==> src/rtl/imem_loader.sv <==
// rtl/imem_loader.sv - boot-time instruction memory loader (framed byte stream to IMEM writes)
//
// Purpose:
//   Receives a framed byte stream and assembles big-endian 16-bit words.
//   Frame: SYNC_BYTE, COUNT, COUNT x {HI, LO}, CKSUM. A COUNT of 0 means DEPTH words.
//   The words are written to consecutive IMEM addresses starting at 0.
//   The CPU pipeline is held in reset until a frame passes its XOR checksum.
//
// Ports:
//   clk           rising-edge clock
//   reset         asynchronous active-low reset
//   in_data       stream byte
//   in_valid      in_data is valid
//   in_ready      byte accepted this cycle (low only in the WRITE cycle)
//   wr_en         IMEM write strobe, one cycle per word
//   wr_addr       IMEM write address
//   wr_data       IMEM write data, low INSTR_WIDTH bits of {HI, LO}
//   cpu_hold      keeps the CPU pipeline in reset while high
//   done          last frame loaded with a good checksum
//   error         last frame failed its checksum
//   words_loaded  words written in the current or last frame
//
// INSTR_WIDTH must not exceed 16.

module imem_loader #(
    parameter int         INSTR_WIDTH   = 16,
    parameter int         ADDR_WIDTH    = 8,
    parameter logic [7:0] SYNC_BYTE     = 8'hA5,
    parameter bit         HOLD_ON_RESET = 1'b1
) (
    input  logic                   clk,
    input  logic                   reset,
    input  logic [7:0]             in_data,
    input  logic                   in_valid,
    output logic                   in_ready,
    output logic                   wr_en,
    output logic [ADDR_WIDTH-1:0]  wr_addr,
    output logic [INSTR_WIDTH-1:0] wr_data,
    output logic                   cpu_hold,
    output logic                   done,
    output logic                   error,
    output logic [ADDR_WIDTH:0]    words_loaded
);

    localparam int CNT_W = ADDR_WIDTH + 1;
    localparam int DEPTH = 2 ** ADDR_WIDTH;

    typedef enum logic [2:0] {
        S_IDLE,
        S_COUNT,
        S_HI,
        S_LO,
        S_WRITE,
        S_CKSUM,
        S_DONE,
        S_ERR
    } state_t;

    state_t state;
    state_t state_nx;

    logic [CNT_W-1:0] target_words;
    logic [CNT_W-1:0] words_inc;
    logic [CNT_W-1:0] count_words;
    logic [7:0]       hi_byte;
    logic [7:0]       csum;
    logic [15:0]      word_nx;
    logic             xfer;
    logic             last_word;
    logic             csum_ok;

    // in_ready depends only on state, so it never forms a loop through
    // the upstream valid logic. WRITE is the single bubble cycle.
    assign in_ready  = (state != S_WRITE);
    assign xfer      = in_valid & in_ready;

    assign words_inc = words_loaded + CNT_W'(1);
    assign last_word = (words_inc == target_words);
    assign word_nx   = {hi_byte, in_data};
    assign csum_ok   = (in_data == csum);

    // COUNT == 0 requests a full-depth load.
    assign count_words = (in_data == 8'h00) ? CNT_W'(DEPTH) : CNT_W'(in_data);

    // ------------------------------------------------------------------
    // State register
    // ------------------------------------------------------------------
    always_ff @(posedge clk or negedge reset) begin
        if (!reset) begin
            state <= S_IDLE;
        end else begin
            state <= state_nx;
        end
    end

    // ------------------------------------------------------------------
    // Next state and decoded outputs
    // ------------------------------------------------------------------
    always_comb begin
        state_nx = state;
        wr_en    = 1'b0;
        case (state)
            // DONE and ERR only differ from IDLE by the status flags they
            // leave behind; all three hunt for the next sync byte.
            S_IDLE, S_DONE, S_ERR: begin
                if (xfer && (in_data == SYNC_BYTE)) begin
                    state_nx = S_COUNT;
                end
            end
            S_COUNT: begin
                if (xfer) begin
                    state_nx = S_HI;
                end
            end
            S_HI: begin
                if (xfer) begin
                    state_nx = S_LO;
                end
            end
            S_LO: begin
                if (xfer) begin
                    state_nx = S_WRITE;
                end
            end
            S_WRITE: begin
                wr_en    = 1'b1;
                state_nx = last_word ? S_CKSUM : S_HI;
            end
            S_CKSUM: begin
                if (xfer) begin
                    state_nx = csum_ok ? S_DONE : S_ERR;
                end
            end
            default: begin
                state_nx = S_IDLE;
            end
        endcase
    end

    // ------------------------------------------------------------------
    // Datapath and status registers
    // ------------------------------------------------------------------
    always_ff @(posedge clk or negedge reset) begin
        if (!reset) begin
            target_words <= '0;
            hi_byte      <= '0;
            csum         <= '0;
            wr_addr      <= '0;
            wr_data      <= '0;
            words_loaded <= '0;
            done         <= 1'b0;
            error        <= 1'b0;
            cpu_hold     <= HOLD_ON_RESET;
        end else begin
            case (state)
                S_COUNT: begin
                    if (xfer) begin
                        target_words <= count_words;
                        wr_addr      <= '0;
                        words_loaded <= '0;
                        csum         <= in_data;
                        done         <= 1'b0;
                        error        <= 1'b0;
                        cpu_hold     <= 1'b1;
                    end
                end
                S_HI: begin
                    if (xfer) begin
                        hi_byte <= in_data;
                        csum    <= csum ^ in_data;
                    end
                end
                S_LO: begin
                    if (xfer) begin
                        wr_data <= word_nx[INSTR_WIDTH-1:0];
                        csum    <= csum ^ in_data;
                    end
                end
                S_WRITE: begin
                    // Address wraps naturally at DEPTH; the count is one bit
                    // wider so a full-depth frame ends at DEPTH.
                    wr_addr      <= wr_addr + ADDR_WIDTH'(1);
                    words_loaded <= words_inc;
                end
                S_CKSUM: begin
                    // The checksum byte is compared, never folded in.
                    // Words already written stay in IMEM on a mismatch.
                    if (xfer) begin
                        if (csum_ok) begin
                            done     <= 1'b1;
                            cpu_hold <= 1'b0;
                        end else begin
                            error    <= 1'b1;
                        end
                    end
                end
                default: begin
                end
            endcase
        end
    end

endmodule

==> config.mk <==
export PLATFORM = sky130hd
export DESIGN_NAME = imem_loader
export DESIGN_NICKNAME = d
export VERILOG_FILES = /design/src/rtl/imem_loader.sv
export SDC_FILE = /design/constraint.sdc
export NUM_CORES = 1
export LEC_CHECK = 0
export BUFFER_PORTS_ARGS = -buffer_cell sky130_fd_sc_hd__buf_2
export CAP_MARGIN = 20
export CORE_MARGIN = 4
export CORE_UTILIZATION = 51
export CTS_CLUSTER_SIZE = 8
export DETAILED_ROUTE_END_ITERATION = 8
export GPL_TIMING_DRIVEN = 0
export PLACE_DENSITY = 0.8
export REMOVE_ABC_BUFFERS = 1
export SETUP_SLACK_MARGIN = 0.4
export SLEW_MARGIN = 20
export SYNTH_ARGS = -nofsm -noshare
export SYNTH_HDL_FRONTEND = slang
export SYNTH_SLANG_ARGS = --single-unit
==> constraint.sdc <==
create_clock -name clk -period 1.8 [get_ports clk]
set_input_delay 0.18 -clock clk [delete_from_list [all_inputs] [get_ports clk]]
set_output_delay 0.18 -clock clk [all_outputs]
set_load 0.1 [all_outputs]
Word level (Yosys, flattened, before mapping)
Cells that the tools add are included.
Widths: inputs -> output; s select.
- add/sub/neg operators: 2
- multipliers: 0
- divide/modulo/power cells: 0
- magnitude comparators: 0
- equality and inequality tests: 19
- shift-type cells: 0
- multiplexer cells: 28
- bitwise gates (word level): 2
- reduce and logical (&&, ||, !) cells: 16
- operator list (cell ; number):
    $pmux 8 s2 ; 2
    $mux 8 ; 3
    $mux 3 ; 6
    $mux 9 ; 2
    $pmux 3 s6 ; 1
    $pmux 9 s2 ; 1
    $ne 2x2->1 const B ; 7
    $eq 3x3->1 const B ; 4
    $mux 1 ; 10
    $add 9x1->9 const B ; 1
    $eq 9x9->1 ; 1
    $add 8x1->8 const B ; 1
    $eq 8x8->1 ; 1
    $eq 8x8->1 const B ; 1
    $logic_not 8->1 ; 1
    $reduce_and 2->1 ; 4
    $reduce_and 4->1 ; 2
    $xor 8x8->8 ; 1
    $eq 3x2->1 const B ; 2
    $pmux 1 s2 ; 3
    $reduce_bool 2->1 ; 3
    $reduce_and 5->1 ; 1
    $eq 3x1->1 const B ; 1
    $logic_not 3->1 ; 1
    7 further kinds ; 7
- bits in registers: 64
- latch bits: 0
- bits in writable memories: 0
- bits in read-only memories: 0
- output and inout port bits: 38
- logic and storage cells: 77
- memories: 0

Longest topological paths before layout
- word-level depth: 5
- gate-level depth with buffers: 9
- gate-level depth less buffers: 8

Least setup slack after synthesis
Ideal clock, no wire load.
- path kind: reg-to-reg
- start: register words_loaded[0]
- end: register state[1]
- setup time: 0.185 ns
- data arrival time: 2.413 ns
- data required time: 1.615 ns
- slack: -0.797 ns
- stages on the path, launching flop included: 9
- path buffers: 1
- period minus slack after synthesis: 2.597 ns
- cell sequence: dfrtp_1 -> ha_1 -> and3_1 -> buf_2 -> nand3_1 -> xnor2_1 -> o311ai_0 -> a21oi_1 -> o211ai_1
- cells in the longest elaborated chain, start to end: 4
- RTL lines (what ; RTL line ; source):
    start, declared ; 42 ; output logic [ADDR_WIDTH:0] words_loaded
    start signal, assigned ; 183 ; words_loaded <= words_inc;
    $add 9x1->9 ; 77 ; assign words_inc = words_loaded + CNT_W'(1);
    $eq 9x9->1 ; 78 ; assign last_word = (words_inc == target_words);
    $mux 3 ; 127 ; state_nx = last_word ? S_CKSUM : S_HI;
    $pmux 3 s6 ; 102 ; case (state)
    end signal, assigned ; 92 ; state <= state_nx;
    end, declared ; 59 ; state_t state;
No other way between the ends.
A chain may end at the register's enable or synchronous reset.

Final worst setup path
- start: register words_loaded[1]
- end: register state[0]
Same word-level chain as after synthesis.

==> key figures <==
Status
  – Status: finished, violations left
  – Failing checks: negative setup slack

STA
  – Final setup viols: 3
  – Max Slew Vio Count: 0
  – Final WS setup: -197 ps
  – Worst slew pin tran: 800 ps
  – Setup Skew: 7.50 ps
  – Worst slew margin: 46.7%
  – Final hold vios: 0
  – Hold WS: 138 ps
  – Post-layout min period: 2000 ps
  – RSZ-0062 raised after global routing: yes
  – Period utilization: 111%
  – Maximum clock rate: ~500 MHz

Floorplanning
  – Initial core utilization: 53.3%
  – Die Span X: 87.2 um
  – Ports: 49
  – Core Region: between 0.005 and 0.006 mm^2
  – Die Y: 87.2 um
  – Overall die area: around 0.0076 mm^2
  – Row count: 28

Critical path
  – CP Launch Type: register
  – Crit-path max FO: 5
  – CP Buf/Inv Count: 3
  – Worst setup path category: reg -> reg
  – Cells along the critical path: buf_6 > nand4_1 > buf_4 > nand4_1 > o31ai_2 > nand3_1 > a21oi_1 > buf_4 > a221o_1
  – CP endpoint kind: register
  – CP arrival: 2210 ps
  – Crit-path slowest cell: dfrtp_1
  – Max incr delay on CP: about 420 ps
  – Worst path top cell family by delay: buffers and inverters
  – CP required: 2020 ps

Finish
  – Diodes inserted: 0
  – Share of cells above drive strength 1: 45.8%
  – Area grow syn2layout: 41.0%
  – Fin area: ~0.0045 mm^2
  – Nets@finish: 405

CTS
  – Clock Root Buffer: clkbuf_8
  – CTS tree: yes
  – Max Root-Sink Buffers: 2
  – Htree depth: 3
  – TritonCTS Sinks: 64
  – Skew-Pair Late Insertion Delay: approximately 340 ps
  – Worst-path clk slew: 70 ps
  – Total CTS buffers: 9

Logic synthesis
  – Main combinational cell family by area after synthesis: simple AND/OR/NAND/NOR gates
  – Synth cell types: 44
  – Largest cells by area after synthesis: dfrtp_1 49%, mux2_2 8.5%, nand2_1 5.6%
  – Syn_area_per_cell: 9.86 um^2
  – Simple-Gate Fraction of Synth Area: roughly 17%
  – Synth area leader: dfrtp_1
  – Synth cell count leaders: 63 x dfrtp_1, 48 x nand2_1, 26 x o21ai_0, 25 x a21oi_1, 24 x mux2_2
  – Post-synth top flop: dfrtp_1
  – Yosys top cell area share: 49.3%
  – Yosys warns: 0
  – Synth Register Bits: 64
  – Top-count cell post-synth: dfrtp_1
  – Adder-cell share of the synthesized area: less than 1%
  – Synth Area in XOR/XNOR: 5.76%
  – Number of flops mapped to enable cells by yosys: 0
  – Async SR Flop Fraction: 100%
  – Register area share after synthesis: ~50%
  – Post-synthesis mux area share: 8.77%
  – Gate Count Post-Synth: 324
  – Complex-gate fraction of the synthesized area: roughly an eighth
  – Post-Syn Area: 0.00320 mm^2

Run
  – Max-cap violation count: 0

Placement
  – HPWL Detailed: 4.34 mm
  – Place WS: -988 ps
  – Port Buffers: 48
  – Routability Congestion: roughly 0.84
  – Placed inst area: ~0.0034 mm^2

Global route
  – Largest net degree at the start of global routing: 65
  – First-pass GRT wire length: 13.6 mm
  – Total grt overflow: 0
  – Initial antenna violation count: 0
  – Total track usage: 23.2%
  – Vias in the first global route: 2818

Drt
  – Antenna Nets Post-Route: 0
  – DR vias: 2777
  – Final WL: 8.73 mm
  – Initial DRC count: 204
  – DR vias/cell: between 5 and 6
  – First drt pass iteration count: 5
  – Drc violations: 0
  – Drt wl/cell: between 15 and 20 um

Hold path
  – Hold Crit Class: in -> reg
==> stage by stage <==
stage / utilization, % / cells / setup TNS (ps)
6_report: 75.2 / 472 / -579
2_1_floorplan: - / 298 / -18800
3_3_place_gp: 56.4 / 421 / -25500
4_1_cts: 72.2 / 468 / -98.5
3_5_place_dp: 56.4 / 421 / -28020
5_1_grt: 75.2 / 472 / -930
==> registers in the layout, indices dropped and copies added, names as in the netlist, 3 cells and up <==
signal	flops
state	3
hi_byte	8
csum	8
wr_data	16
words_loaded	9
wr_addr	8
target_words	9
==> metal layers <==
| layer | up-vias | GRT usage, % | wire length [um] |
|---|---|---|---|
| met5 | - | 0 | 0 |
| met4 | 0 | 11.7 | 268 |
| met3 | 30 | 4.26 | 427 |
| met2 | 111 | 38.6 | 4440 |
| met1 | 1362 | 28.9 | 3590 |
| li1 | 1274 | - | - |
==> cells by family after synthesis <==
group / Yosys count
muxes: 25
buffers and inverters: 30
AOI/OAI and AO/OA: 70
and+or+nand+nor: 112
adders and majority gates: 2
DFF: 64
xor gates and xnor gates: 21
==> worst paths after layout <==
check                                start         endpoint  depth (start not counted)  slack, ps
setup / recovery           words_loaded[1]         state[0]                          9       -200
hold / removal                  in_data[3]  target_words[3]                          3        140
setup reg to reg           words_loaded[1]         state[0]                          9       -200
hold reg to reg                   cpu_hold         cpu_hold                          2        470
max in group asynchronous            reset         state[0]                          2        770
min in group asynchronous            reset  words_loaded[5]                          2        480
==> timing repair <==
item / in CTS / in global routing
hold buffers: 1 / 0
setup endpoints to repair: 78 / 73
pin swaps: 23 / 6
gates cloned: 1 / 1
endpoints found under the hold margin: 63 / 0
resized for setup: 131 / 39
setup buffers: 29 / 3
==> worst min-delay path, delay by kind of cell <==
kind          cells  cell delay (ps)
buf+inv           1              150
simple gates      2              100
==> placed cells by master, fill, tap and decap left out, types with 3 or more instances in the layout <==
cell / instances
bufinv_16: 3
nand2_1: 46
buf_6: 14
o21ai_2: 6
buf_12: 5
inv_1: 3
o31ai_2: 3
a21oi_1: 23
nor2_4: 8
o21ai_0: 9
nor2b_4: 4
clkbuf_8: 11
clkbuf_4: 3
nand3_4: 4
nand4_1: 6
dfrtp_1: 56
buf_4: 27
buf_2: 29
xnor2_2: 3
mux2_4: 24
dfrtp_2: 7
xnor2_1: 8
nor2_1: 5
o21ai_1: 11
xor2_1: 10
nand3_1: 15
nand3_2: 4
==> final cells by class <==
class                   instances  area, um^2
inverters                       4        22.5
clock inverters                 5         103
multi-input cells             232        1860
flip-flops and latches         64        1610
well taps                      75        93.8
clock buffers                  11         151
fillers                       371        1490
repair buffers                 81         668
Power is left out: the tool's default activity adds up to more than one toggle a clock period on the data nets, which glitch-free logic cannot reach.
